File: src/rtl/calc_token_sequencer_if.sv
// Purpose: bundles the token, calculator-pair and result channels that connect
//          the keypad decoder, the token sequencer and the stack calculator.
// Signals:
//   token_valid/token/token_ready           decoder -> sequencer token handshake
//   calc_valid/calc_operand/calc_op/calc_ready  sequencer -> calculator pair handshake
//   result_valid/result/result_error        calculator -> sequencer result strobe
// Modports: slave = sequencer view, master = environment (decoder + calculator) view.
interface calc_token_sequencer_if #(
    parameter int unsigned DATA_W = 32
);
    logic              token_valid;
    logic [3:0]        token;
    logic              token_ready;
    logic              calc_valid;
    logic [DATA_W-1:0] calc_operand;
    logic [3:0]        calc_op;
    logic              calc_ready;
    logic              result_valid;
    logic [DATA_W-1:0] result;
    logic              result_error;

    modport slave (
        input  token_valid, token,
        output token_ready,
        output calc_valid, calc_operand, calc_op,
        input  calc_ready,
        input  result_valid, result, result_error
    );

    modport master (
        output token_valid, token,
        input  token_ready,
        input  calc_valid, calc_operand, calc_op,
        output calc_ready,
        output result_valid, result, result_error
    );
endinterface

File: src/rtl/calc_token_sequencer.sv
// Purpose: sequences keypad tokens into operand/operator pairs for the stack
//          calculator, accumulating decimal digits, checking syntax, timing out
//          on a missing result and supporting 'C' clear and answer chaining.
// Ports:
//   i_clock         system clock, rising edge
//   i_reset         synchronous active-high reset
//   bus             token / calc pair / result channels (slave modport)
//   o_calc_clear    one-cycle pulse telling the calculator to drop its stack
//   o_answer_valid  o_answer holds a final result
//   o_answer        final result
//   o_err_code      0 none, 1 overflow, 2 syntax, 3 calc error, 4 timeout
//   o_state         0 IDLE, 1 SEND, 2 WAIT_RESULT, 3 DONE, 4 ERROR
module calc_token_sequencer #(
    parameter int unsigned DATA_W         = 32,
    parameter int unsigned TIMEOUT_CYCLES = 1024
) (
    input  logic                 i_clock,
    input  logic                 i_reset,
    calc_token_sequencer_if.slave bus,
    output logic                 o_calc_clear,
    output logic                 o_answer_valid,
    output logic [DATA_W-1:0]    o_answer,
    output logic [2:0]           o_err_code,
    output logic [2:0]           o_state
);

    localparam int unsigned TIMER_W   = $clog2(TIMEOUT_CYCLES) + 1;
    localparam int unsigned ACC_EXT_W = DATA_W + 4;

    localparam logic [2:0] S_IDLE  = 3'd0;
    localparam logic [2:0] S_SEND  = 3'd1;
    localparam logic [2:0] S_WAIT  = 3'd2;
    localparam logic [2:0] S_DONE  = 3'd3;
    localparam logic [2:0] S_ERROR = 3'd4;

    localparam logic [2:0] E_NONE     = 3'd0;
    localparam logic [2:0] E_OVERFLOW = 3'd1;
    localparam logic [2:0] E_SYNTAX   = 3'd2;
    localparam logic [2:0] E_CALC     = 3'd3;
    localparam logic [2:0] E_TIMEOUT  = 3'd4;

    localparam logic [3:0] TOK_EQ    = 4'd14;
    localparam logic [3:0] TOK_CLEAR = 4'd15;

    // Registered state and outputs
    logic [2:0]         r_state;
    logic [DATA_W-1:0]  r_acc;
    logic               r_digit_seen;
    logic [TIMER_W-1:0] r_timer;
    logic               r_token_ready;
    logic               r_calc_valid;
    logic [DATA_W-1:0]  r_calc_operand;
    logic [3:0]         r_calc_op;
    logic               r_calc_clear;
    logic               r_answer_valid;
    logic [DATA_W-1:0]  r_answer;
    logic [2:0]         r_err_code;

    // Next-state values
    logic [2:0]         w_state_nx;
    logic [DATA_W-1:0]  w_acc_nx;
    logic               w_digit_seen_nx;
    logic [TIMER_W-1:0] w_timer_nx;
    logic [DATA_W-1:0]  w_calc_operand_nx;
    logic [3:0]         w_calc_op_nx;
    logic               w_calc_clear_nx;
    logic               w_answer_valid_nx;
    logic [DATA_W-1:0]  w_answer_nx;
    logic [2:0]         w_err_code_nx;

    // Token decode
    logic                 w_tok_fire;
    logic                 w_is_digit;
    logic                 w_is_op;
    logic                 w_is_chain_op;
    logic                 w_is_clear;
    logic [ACC_EXT_W-1:0] w_acc_ext;
    logic                 w_acc_ovf;

    assign w_tok_fire    = bus.token_valid & r_token_ready;
    assign w_is_digit    = (bus.token <= 4'd9);
    assign w_is_op       = (bus.token >= 4'd10) && (bus.token <= TOK_EQ);
    assign w_is_chain_op = (bus.token >= 4'd10) && (bus.token <= 4'd13);
    assign w_is_clear    = (bus.token == TOK_CLEAR);

    // acc*10+d evaluated 4 bits wider so any carry past DATA_W is visible
    assign w_acc_ext = (ACC_EXT_W'(r_acc) * ACC_EXT_W'(10)) + ACC_EXT_W'(bus.token);
    assign w_acc_ovf = |w_acc_ext[ACC_EXT_W-1:DATA_W];

    // Next-state and datapath decisions
    always_comb begin
        w_state_nx        = r_state;
        w_acc_nx          = r_acc;
        w_digit_seen_nx   = r_digit_seen;
        w_timer_nx        = r_timer;
        w_calc_operand_nx = r_calc_operand;
        w_calc_op_nx      = r_calc_op;
        w_calc_clear_nx   = 1'b0;
        w_answer_valid_nx = r_answer_valid;
        w_answer_nx       = r_answer;
        w_err_code_nx     = r_err_code;

        case (r_state)
            S_IDLE: begin
                if (w_tok_fire) begin
                    if (w_is_digit) begin
                        if (w_acc_ovf) begin
                            w_state_nx    = S_ERROR;
                            w_err_code_nx = E_OVERFLOW;
                        end else begin
                            w_acc_nx        = w_acc_ext[DATA_W-1:0];
                            w_digit_seen_nx = 1'b1;
                        end
                    end else if (w_is_op) begin
                        if (r_digit_seen) begin
                            w_state_nx        = S_SEND;
                            w_calc_operand_nx = r_acc;
                            w_calc_op_nx      = bus.token;
                        end else begin
                            w_state_nx    = S_ERROR;
                            w_err_code_nx = E_SYNTAX;
                        end
                    end
                end
            end
            S_SEND: begin
                if (bus.calc_ready) begin
                    if (r_calc_op == TOK_EQ) begin
                        w_state_nx = S_WAIT;
                        w_timer_nx = '0;
                    end else begin
                        w_state_nx      = S_IDLE;
                        w_acc_nx        = '0;
                        w_digit_seen_nx = 1'b0;
                    end
                end
            end
            S_WAIT: begin
                // A result arriving in the final allowed cycle beats the timeout
                if (bus.result_valid) begin
                    if (bus.result_error) begin
                        w_state_nx    = S_ERROR;
                        w_err_code_nx = E_CALC;
                    end else begin
                        w_state_nx        = S_DONE;
                        w_answer_nx       = bus.result;
                        w_answer_valid_nx = 1'b1;
                    end
                end else if (r_timer == TIMER_W'(TIMEOUT_CYCLES - 1)) begin
                    w_state_nx    = S_ERROR;
                    w_err_code_nx = E_TIMEOUT;
                end else begin
                    w_timer_nx = r_timer + TIMER_W'(1);
                end
            end
            S_DONE: begin
                if (w_tok_fire) begin
                    if (w_is_digit) begin
                        w_state_nx        = S_IDLE;
                        w_acc_nx          = DATA_W'(bus.token);
                        w_digit_seen_nx   = 1'b1;
                        w_answer_valid_nx = 1'b0;
                    end else if (w_is_chain_op) begin
                        // Previous answer becomes the left operand
                        w_state_nx        = S_SEND;
                        w_calc_operand_nx = r_answer;
                        w_calc_op_nx      = bus.token;
                        w_answer_valid_nx = 1'b0;
                    end
                end
            end
            default: begin
                // ERROR: everything but 'C' is swallowed
            end
        endcase

        if (w_tok_fire && w_is_clear) begin
            w_state_nx        = S_IDLE;
            w_acc_nx          = '0;
            w_digit_seen_nx   = 1'b0;
            w_answer_valid_nx = 1'b0;
            w_err_code_nx     = E_NONE;
            w_calc_clear_nx   = 1'b1;
        end
    end

    // State and output registers
    always_ff @(posedge i_clock) begin
        if (i_reset) begin
            r_state        <= S_IDLE;
            r_acc          <= '0;
            r_digit_seen   <= 1'b0;
            r_timer        <= '0;
            r_token_ready  <= 1'b1;
            r_calc_valid   <= 1'b0;
            r_calc_operand <= '0;
            r_calc_op      <= '0;
            r_calc_clear   <= 1'b0;
            r_answer_valid <= 1'b0;
            r_answer       <= '0;
            r_err_code     <= E_NONE;
        end else begin
            r_state        <= w_state_nx;
            r_acc          <= w_acc_nx;
            r_digit_seen   <= w_digit_seen_nx;
            r_timer        <= w_timer_nx;
            r_token_ready  <= (w_state_nx == S_IDLE) || (w_state_nx == S_DONE) ||
                              (w_state_nx == S_ERROR);
            r_calc_valid   <= (w_state_nx == S_SEND);
            r_calc_operand <= w_calc_operand_nx;
            r_calc_op      <= w_calc_op_nx;
            r_calc_clear   <= w_calc_clear_nx;
            r_answer_valid <= w_answer_valid_nx;
            r_answer       <= w_answer_nx;
            r_err_code     <= w_err_code_nx;
        end
    end

    assign bus.token_ready  = r_token_ready;
    assign bus.calc_valid   = r_calc_valid;
    assign bus.calc_operand = r_calc_operand;
    assign bus.calc_op      = r_calc_op;
    assign o_calc_clear     = r_calc_clear;
    assign o_answer_valid   = r_answer_valid;
    assign o_answer         = r_answer;
    assign o_err_code       = r_err_code;
    assign o_state          = r_state;

endmodule

File: src/flat_wrapper.sv
// flat-port wrapper written by rule: the top's interface ports become plain ports
module calc_token_sequencer_flat 
#(
    parameter int unsigned DATA_W         = 32,
    parameter int unsigned TIMEOUT_CYCLES = 1024
)
  (i_clock, i_reset, o_calc_clear, o_answer_valid, o_answer, o_err_code, o_state, bus_token_valid, bus_token, bus_token_ready, bus_calc_valid, bus_calc_operand, bus_calc_op, bus_calc_ready, bus_result_valid, bus_result, bus_result_error);
  calc_token_sequencer_if #(.DATA_W(DATA_W)) bus_i ();
  input  logic i_clock;
  input  logic i_reset;
  output logic o_calc_clear;
  output logic o_answer_valid;
  output logic [DATA_W-1:0] o_answer;
  output logic [2:0] o_err_code;
  output logic [2:0] o_state;
  input wire logic [$bits(bus_i.token_valid)-1:0] bus_token_valid;
  input wire logic [$bits(bus_i.token)-1:0] bus_token;
  output wire logic [$bits(bus_i.token_ready)-1:0] bus_token_ready;
  output wire logic [$bits(bus_i.calc_valid)-1:0] bus_calc_valid;
  output wire logic [$bits(bus_i.calc_operand)-1:0] bus_calc_operand;
  output wire logic [$bits(bus_i.calc_op)-1:0] bus_calc_op;
  input wire logic [$bits(bus_i.calc_ready)-1:0] bus_calc_ready;
  input wire logic [$bits(bus_i.result_valid)-1:0] bus_result_valid;
  input wire logic [$bits(bus_i.result)-1:0] bus_result;
  input wire logic [$bits(bus_i.result_error)-1:0] bus_result_error;
  assign bus_i.token_valid = bus_token_valid;
  assign bus_i.token = bus_token;
  assign bus_token_ready = bus_i.token_ready;
  assign bus_calc_valid = bus_i.calc_valid;
  assign bus_calc_operand = bus_i.calc_operand;
  assign bus_calc_op = bus_i.calc_op;
  assign bus_i.calc_ready = bus_calc_ready;
  assign bus_i.result_valid = bus_result_valid;
  assign bus_i.result = bus_result;
  assign bus_i.result_error = bus_result_error;
  calc_token_sequencer #(.DATA_W(DATA_W), .TIMEOUT_CYCLES(TIMEOUT_CYCLES)) u_core (.i_clock(i_clock), .i_reset(i_reset), .bus(bus_i), .o_calc_clear(o_calc_clear), .o_answer_valid(o_answer_valid), .o_answer(o_answer), .o_err_code(o_err_code), .o_state(o_state));
endmodule
File: config.mk
export PLATFORM = sky130hd
export DESIGN_NAME = calc_token_sequencer_flat
export DESIGN_NICKNAME = d
export VERILOG_FILES = /design/src/rtl/calc_token_sequencer_if.sv /design/src/rtl/calc_token_sequencer.sv /design/src/flat_wrapper.sv
export SDC_FILE = /design/constraint.sdc
export NUM_CORES = 1
export LEC_CHECK = 0
export ABC_CLOCK_PERIOD_IN_PS = 5660
export CAP_MARGIN = 30
export CORE_ASPECT_RATIO = 0.9
export CORE_UTILIZATION = 55
export DETAILED_ROUTE_END_ITERATION = 8
export MAX_ROUTING_LAYER = met4
export PLACE_DENSITY_LB_ADDON = 0.05
export SLEW_MARGIN = 20
export SYNTH_ARGS = -nofsm -noshare
export SYNTH_HDL_FRONTEND = slang
export SYNTH_SLANG_ARGS = --single-unit
File: constraint.sdc
create_clock -name i_clock -period 5.66 [get_ports i_clock]
set_input_delay 1.132 -clock i_clock [delete_from_list [all_inputs] [get_ports i_clock]]
set_output_delay 1.132 -clock i_clock [all_outputs]
set_load 0.05 [all_outputs]
# Yosys cells after proc, flatten, opt, wreduce, memory -nomap -nowiden
# Index checks and enable logic that the tools add are counted.
# op_classes
n_reduce_logical	20
bitwise_logic	2
multipliers	1
magnitude_cmp	4
add_sub_neg	2
n_mux	68
n_eq_ne	32
# ops
cell	count
2-to-1 mux 32 bit	14
case mux 32 bit (3 select lines)	1
case mux 32 bit (2 select lines)	1
2-to-1 mux 3 bit	21
2-to-1 mux 11 bit	4
adder 36 x 4 -> 36 bit	1
multiplier 32 x 3 -> 35 bit (second input constant)	1
2-to-1 mux 4 bit	7
case mux 11 bit (2 select lines)	1
inequality test 2 bit (second input constant)	9
inequality test 2 x 1 -> 1 bit (second input constant)	8
AND reduction 8 bit	2
2-to-1 mux 1 bit	13
<= comparator 4 bit (second input constant)	3
case mux 3 bit (4 select lines)	1
adder 11 x 1 -> 11 bit (second input constant)	1
equality test 11 x 10 -> 1 bit (second input constant)	1
AND reduction 5 bit	2
equality test 3 x 2 -> 1 bit (second input constant)	3
inequality test 3 bit (second input constant)	3
equality test 4 bit (second input constant)	2
case mux 4 bit (2 select lines)	1
nonzero test 2 bit	4
AND reduction 7 bit	1
18 further kinds	24
# word_totals
output_inout_bits	78
reg_bits	122
wordCells	141
input_bits	42

# Depth between registers and ports, before layout
# Gate-level depths: netlist of the first run.
# logic_depth
word_depth	11
mapped_depth	16
mapped_depth_nobuf	14

# Least setup slack after synthesis of the first run
# Ideal clock, no wire load.
# synth_timing
kind	register to register
startpoint	register u_core.r_acc[1]
endpoint	register u_core.r_acc[7]
setup_ps	72
path_stages_with_launch	17
period_less_slack_ps	3968
t_required_ps	5588
path_buffers	2
slack_ps	1692
arrival_time_ps	3896
path_cell_list	dfxtp_1 ha_1 ha_1 fa_1 a211oi_2 o21ai_2 and3_1 or4_1 nand3_1 nand4b_1 nor4b_4 or3b_4 o211ai_4 and2_4 buf_6 buf_8 mux2i_1
# synth_via
elab_chain_len	6
word_cells_on_any_way	9
classes_between	add/sub: 1; mul: 1; eq/ne: 1; mux: 4; reduce/logical: 2
# synth_lines
element	line_no	source
start, declared	calc_token_sequencer.sv:47	logic [DATA_W-1:0] r_acc;
start signal, assigned	calc_token_sequencer.sv:204	r_acc <= w_acc_nx;
multiplier 32 x 3 -> 35 bit *	calc_token_sequencer.sv:87	assign w_acc_ext = (ACC_EXT_W'(r_acc) * ACC_EXT_W'(10)) + ACC_EXT_W'(bus.token);
adder 36 x 4 -> 36 bit *	calc_token_sequencer.sv:87	
2-to-1 mux 32 bit	calc_token_sequencer.sv:107	if (w_acc_ovf) begin
2-to-1 mux 32 bit	calc_token_sequencer.sv:106	if (w_is_digit) begin
2-to-1 mux 32 bit	calc_token_sequencer.sv:105	if (w_tok_fire) begin
case mux 32 bit (3 select lines)	calc_token_sequencer.sv:103	case (r_state)
# Mark *: on every way between the ends. The rest lies on a longest branch, timed or not. The select of a mux whose other input is x is not followed.
# A chain may end at the register's enable or synchronous reset.

# Final worst setup path of the first run
# layout_timing
startpoint	register u_core.r_acc[3]
endpoint	register u_core.r_acc[26]
# Same word-level chain as after synthesis.

==> results of run 1 <==
==> worst max-delay path by stage <==
stage	end	depth (start not counted)
CTS	u_core.r_acc[26]$_SDFFE_PP0P_	14
global placement	u_core.r_digit_seen$_SDFFE_PP0P_	14
detailed placement	u_core.r_digit_seen$_SDFFE_PP0P_	14
floorplan	u_core.r_acc[7]$_SDFFE_PP0P_	16
global route	u_core.r_acc[25]$_SDFFE_PP0P_	14
finish	u_core.r_acc[26]$_SDFFE_PP0P_	14
==> placed cells by master (no fill, tap or decap), types with 4 or more instances in the layout <==
cell / instances
nor2_1: 93
a211oi_1: 11
nor4_1: 8
mux2i_1: 26
and2_1: 8
or2_2: 5
nor2b_1: 6
nand2b_1: 5
bufinv_16: 4
nand4_1: 21
o21ai_0: 33
and3_1: 7
dfxtp_1: 122
a21oi_1: 85
and4_1: 4
buf_4: 9
nor3_1: 23
o21ai_1: 13
nand2_1: 198
ha_1: 64
a31oi_1: 7
clkdlybuf4s50_1: 118
clkbuf_16: 17
a211oi_2: 5
nand3_1: 54
a311oi_1: 34
or3_1: 5
inv_1: 13
o211ai_1: 10
xnor2_1: 32
o21a_1: 12
nand4b_1: 5
a21o_1: 9
xor2_1: 12
==> metal layers <==
metal  track usage  up-vias  share of wire
met1         0.481     3729           0.50
met2         0.467      347           0.40
li1              -     3951              -
met4        0.0767        0          0.011
met5             -        -              0
met3        0.0645       20          0.087
==> registers in the layout (all words and copies together), names as in the netlist <==
signal and flops:
u_core.o_state 3, u_core.r_digit_seen 1, u_core.bus.calc_valid 1, u_core.bus.calc_op 4, u_core.o_answer_valid 1, u_core.o_answer 32, u_core.r_acc 32, u_core.o_calc_clear 1
u_core.bus.token_ready 1, u_core.bus.calc_operand 32, u_core.o_err_code 3, u_core.r_timer 11
==> final cells by class <==
class                   instances  area [um2]
inverters                      13        48.8
repair buffers                129        1270
clock inverters                13         191
flip-flops and latches        122        2440
fillers                      1206        4230
well taps                     193         241
clock buffers                  19         433
multi-input cells             850        5360
==> cell families (layout without fill, tap and decap cells) <==
kind of cell,count (synthesis),in the layout,share of synthesized area
AOI/OAI and AO/OA,249,249,0.207
DFF,122,122,0.302
adders and majority gates,66,66,0.104
buffers and inverters,69,174,0.0371
muxes,28,28,0.0350
and+or+nand+nor,463,463,0.267
xor gates and xnor gates,44,44,0.0477
==> worst min-delay path: stages, from the launching register on <==
cell	delay, ns
dfxtp_1	0.32
nand2b_1	0.07
a21oi_1	0.04
==> power groups by stage <==
stage / combinational, mW / clock [mW] / sequential, mW
floorplan: 0.151 / 0 / 0.944
global placement: 0.266 / 0 / 0.914
detailed placement: 0.268 / 0 / 0.915
CTS: 0.272 / 1.16 / 0.897
global route: 0.296 / 1.20 / 0.899
finish: 0.274 / 1.15 / 0.898
==> cells in the mapped netlist, types with 13 or more instances <==
master,instances
nand3_1,54
nand2_1,198
nor2_1,96
a21oi_1,85
ha_1,64
o21ai_0,33
o21ai_1,13
clkbuf_1,46
a311oi_1,34
inv_1,13
xnor2_1,32
nor3_1,23
mux2i_1,26
nand4_1,21
dfxtp_1,122
==> through the flow <==
step                total power [mW]  setup WS [ns]  area, um2
finish                          2.32          0.843       9980
floorplan                       1.10           1.69       8090
CTS                             2.33          0.900       9980
global placement                1.18          0.829       9350
detailed placement              1.18          0.703       9360
global route                    2.39          0.462       9980
==> summary.txt, run 1 <==
Status
  • Outcome: finished, final reports clean

CTS
  • PostCTS Resize Cnt: 0
  • Hold buffers post-CTS: 0
  • Clock-pin slew on the worst setup and hold paths: 0.06 ns
  • Clk sinks: 122
  • Setup Fix Bufs, Post-CTS: 0
  • H-tree depth: 4
  • Clk_lat worst skew: 0.41 ns
  • Max clock buf depth: 2
  • CTS tree: yes
  • Num CTS Buffers: 17
  • CTS root buf: clkbuf_16

STA
  • Slew headroom: 0.396
  • Final Max Slew Viols: 0
  • Final Setup Violations: 0
  • Tcrit/Tclk final: 0.851
  • Worst hold slack: 0.463 ns
  • Post-route minimum period: 4.82 ns
  • Max Clk Rate: 0.208 GHz
  • Skew final: 0.00627 ns
  • RSZ-0062 raised after global routing: false
  • Setup TNS Final: 0 ns
  • Pin slew with the least headroom to its limit: 0.897 ns
  • Final Hold Fails: 0

Worst setup path
  • Arrival time worst endpoint: 5.15 ns
  • Critical path class: flop to flop
  • Reg2Reg Depth: 14
  • Crit path max-delay family: simple AND/OR/NAND/NOR gates
  • Crit Reg-Reg Startpoint: u_core.r_acc[3]$_SDFFE_PP0P_
  • Worst path buffer plus inverter count: 0
  • Slowest cell on crit path: and2_4
  • CP peak stage delay: 0.55 ns
  • Crit. End Element: flop
  • Crit Reg-Reg Endpoint: u_core.r_acc[26]$_SDFFE_PP0P_
  • Critical path required time: 5.99 ns
  • Critical path launch point type: flop
  • Worst Setup SP: u_core.r_acc[3]$_SDFFE_PP0P_
  • Reg2reg setup slack: 0.84 ns
  • Max FO, Critical Path: 33
  • CP Cell Sequence: ha_1, ha_1, fa_1, a211oi_2, nor2_1, xor2_1, nand4_2, nor3_1, nand4_1, nor3_1, nand3_1, o211ai_4, and2_4, mux2i_1

Yosys
  • Area leader, netlist: dfxtp_1
  • Sequential share of the synthesized area: 0.302
  • Synth top area share: 0.302
  • Post-Syn Area: 8090 um2
  • Post-synth EDFFs: 0
  • Fraction of registers with async set/reset: 0
  • Flops & latches, synth: 122
  • Area contributors post-synth: dfxtp_1 30%, ha_1 9.9%, nand2_1 9.2%
  • Unique masters post-synth: 73
  • Ys Warns: 0
  • Most used DFF post-synth: dfxtp_1
  • Cells after Synth: 1041
  • Mean post-synth cell area: 7.77 um2
  • Synthesized net count: 1149

Power
  • Maximum vdd ir drop: 0.000202 V
  • P_int: 1.73 mW
  • NetSw: 0.597 mW
  • Gate power share: 0.118
  • Switching share of total power: 0.257
  • Register share of total power: 0.386
  • Pleak: 3.60 nW
  • Clock share of power: 0.496
  • Cell Pwr Density: 233 nW/um2

Routing
  • Routed Antenna Nets: 0
  • Initial DRC count: 683
  • Vias per inst: 6.01
  • Per-cell routed wire length: 17.9 um
  • DRT Pass-1 Iters: 7
  • Vias: 8047
  • Final WL: 23900 um
  • Remaining DRCs: 0

Min path
  • Min-delay src: u_core.r_timer[10]$_SDFFE_PP0P_
  • Hold path depth: 2
  • Hold WC Path Type: flop to flop
  • Hold EP: u_core.r_timer[10]$_SDFFE_PP0P_

Final layout
  • Fraction of layout instances using a drive strength above 1: 0.0646
  • Fin nets: 1241
  • P&R area growth vs syn: 23.5%
  • Fin cells: 1339
  • ANT cells: 0
  • Fin util: 0.703

Placement
  • PortBufs: 119
  • GPL Wtd Cong: 0.997
  • Dpl cells: 1307
  • Detailed Place HPWL: 17600 um

Floorplanning
  • FP Rows: 41
  • Die area: 15200 um2
  • CORE AREA: 14200 um2
  • Die Span Y: 117 um
  • Die width: 130 um
  • IO Pins: 120
  • Starting Density: 0.569

GRT
  • Initial antenna violation count: 0
  • Largest net degree at the start of global routing: 56
  • Total Routing Usage GR: 0.331
  • Vias in the first global route: 7170
  • First-pass GRT wire length: 38000 um
  • Overflow after GRT: 0

Run
  • Max-cap violations: 0
Power figures use the tool's default switching activity.
==> run 2: changes to the inputs <==
CTS_BUF_LIST = sky130_fd_sc_hd__clkbuf_4 sky130_fd_sc_hd__clkbuf_8   (was not set)
SETUP_SLACK_MARGIN = 0.5   (was not set)
==> summary.txt, run 2 (synthesis results as in run 1) <==
Worst setup path
  • Arrival time worst endpoint: 5.14 ns (about the same)
  • Critical path class: flop to flop
  • Critical path required time: 6.03 ns (+0.04 ns)
  • Crit. End Element: flop
  • Critical path launch point type: flop
  • Max FO, Critical Path: 33 (unchanged)
  • Crit Reg-Reg Startpoint: u_core.r_acc[15]$_SDFFE_PP0P_
  • Worst Setup SP: u_core.r_acc[15]$_SDFFE_PP0P_

Routing
  • Vias: 7928 (-1.5%)
  • Remaining DRCs: 0 (unchanged)
  • DRT Pass-1 Iters: 6 (-1)
  • Routed Antenna Nets: 0 (unchanged)
  • Per-cell routed wire length: 17.4 um (-2.7%)
  • Vias per inst: 5.92 (-1.5%)
  • Final WL: 23300 um (-2.7%)
  • Initial DRC count: 661 (-3.2%)

CTS
  • Hold buffers post-CTS: 0 (unchanged)
  • H-tree depth: 4 (unchanged)
  • Max clock buf depth: 2 (unchanged)
  • Clk sinks: 122 (unchanged)
  • CTS root buf: clkbuf_8
  • Clock-pin slew on the worst setup and hold paths: 0.08 ns (+0.02 ns)
  • Clk_lat worst skew: 0.44 ns (+0.03 ns)
  • Num CTS Buffers: 17 (unchanged)
  • Setup Fix Bufs, Post-CTS: 0 (unchanged)
  • PostCTS Resize Cnt: 0 (unchanged)
  • CTS tree: yes

STA
  • Max Clk Rate: 0.210 GHz (+1.1%)
  • Final Setup Violations: 0 (unchanged)
  • Final Hold Fails: 0 (unchanged)
  • Tcrit/Tclk final: 0.842 (-0.00923)
  • Skew final: 0.0141 ns (+0.00778 ns)
  • Slew headroom: 0.409 (+0.0130)
  • Pin slew with the least headroom to its limit: 0.878 ns (-0.0193 ns)
  • RSZ-0062 raised after global routing: false
  • Setup TNS Final: 0 ns (unchanged)
  • Final Max Slew Viols: 0 (unchanged)
  • Post-route minimum period: 4.76 ns (-0.0522 ns)

Final layout
  • Final-layout fill cell count: 1245 (+3.2%)
  • P&R area growth vs syn: 21.2%
  • Most common cell after layout, fill and taps aside: nand2_1
  • Fin util: 0.690 (-0.0129)
  • Fin area: 9800 um2 (-1.8%)
  • ANT cells: 0 (unchanged)
  • Most frequent cells in the layout: 198 x nand2_1, 122 x dfxtp_1, 118 x clkdlybuf4s50_1
  • Fin nets: 1241 (unchanged)
  • Fraction of layout instances using a drive strength above 1: 0.0663 (+0.00175)

Floorplanning
  • Starting Density: 0.569 (unchanged)
  • FP Rows: 41 (unchanged)
  • Die width: 130 um (unchanged)
  • CORE AREA: 14200 um2 (unchanged)
  • IO Pins: 120 (unchanged)
  • Die Span Y: 117 um (unchanged)
  • Die area: 15200 um2 (unchanged)

Power
  • Switching share of total power: 0.274 (+0.0167)
  • Maximum vdd ir drop: 0.000166 V (-18%)
  • Clock share of power: 0.426 (-0.070)
  • Gate power share: 0.134 (+0.016)
  • Cell Pwr Density: 208 nW/um2 (-11%)
  • P_int: 1.48 mW (-14%)
  • Pleak: 3.52 nW (-2.2%)
  • Register share of total power: 0.441 (+0.055)
  • NetSw: 0.557 mW (-6.8%)

Placement
  • DP Area: 9360 um2 (unchanged)
  • PortBufs: 119 (unchanged)
  • Detailed Place HPWL: 17600 um (unchanged)
  • GPL Wtd Cong: 0.997 (unchanged)

GRT
  • Total Routing Usage GR: 0.323 (-0.00760)
  • Overflow after GRT: 0 (unchanged)
  • Vias in the first global route: 6995 (-2.4%)
  • First-pass GRT wire length: 37200 um (-2.1%)
  • Initial antenna violation count: 0 (unchanged)
  • Largest net degree at the start of global routing: 56 (unchanged)

Status
  • Outcome: finished, final reports clean

Min path
  • Hold WC Path Type: flop to flop
  • Min-delay src: u_core.r_timer[10]$_SDFFE_PP0P_

Run
  • Max-cap violations: 0 (unchanged)
-- run 2: final cells by class --
cell class / instances / area (um2) / area share
tap: 193 / 241 / 0.0246
multi-input combinational: 850 / 5360 / 0.547
timing repair buffer: 129 / 1270 / 0.129
sequential: 122 / 2440 / 0.249
clock buffer: 19 / 249 / 0.0254
clock inverter: 13 / 191 / 0.0195
inverter: 13 / 48.8 / 0.00498
-- run 2: power by group through the flow --
| stage | Combinational, mW | Sequential, mW | Clock [mW] |
|---|---|---|---|
| 6_report | 0.272 | 0.896 | 0.866 |
| 5_1_grt | 0.293 | 0.898 | 0.916 |
| 4_1_cts | 0.270 | 0.895 | 0.876 |
| 3_5_place_dp | 0.268 | 0.915 | 0 |
| 3_3_place_gp | 0.266 | 0.914 | 0 |
| 2_1_floorplan | 0.151 | 0.944 | 0 |
-- run 2: layer usage --
metal	global-route usage	routed length (um)
met1	0.482	12000
met2	0.444	9210
met3	0.0609	1830
met4	0.0713	229
met5	-	0
-- run 2: through the flow --
step	setup WS, ns	power, mW	cells	hold slack [ns]
2_1_floorplan	1.69	1.10	1041	0.440
3_3_place_gp	0.829	1.18	1306	0.455
3_5_place_dp	0.703	1.18	1307	0.454
4_1_cts	0.965	2.04	1339	0.469
5_1_grt	0.549	2.11	1339	0.506
6_report	0.895	2.03	1339	0.468
-- run 2: final timing paths --
kind,to,slack (ns),depth (start not counted)
max,u_core.r_acc[22]$_SDFFE_PP0P_,0.90,13
min,u_core.r_timer[10]$_SDFFE_PP0P_,0.47,2
max reg2reg,u_core.r_acc[22]$_SDFFE_PP0P_,0.90,13
min reg2reg,u_core.r_timer[10]$_SDFFE_PP0P_,0.47,2
-- run 2: worst max-delay path, stage by stage (launching register included) --
cell      delay, ns
dfxtp_1        0.54
ha_1           0.31
ha_1           0.41
nand2_1        0.20
o21ai_0        0.54
or2_2          0.21
o32ai_1        0.11
a211oi_1       0.25
nand4b_1       0.30
nor2_1         0.37
nand3_1        0.22
o211ai_4       0.44
and2_4         0.55
mux2i_1        0.24
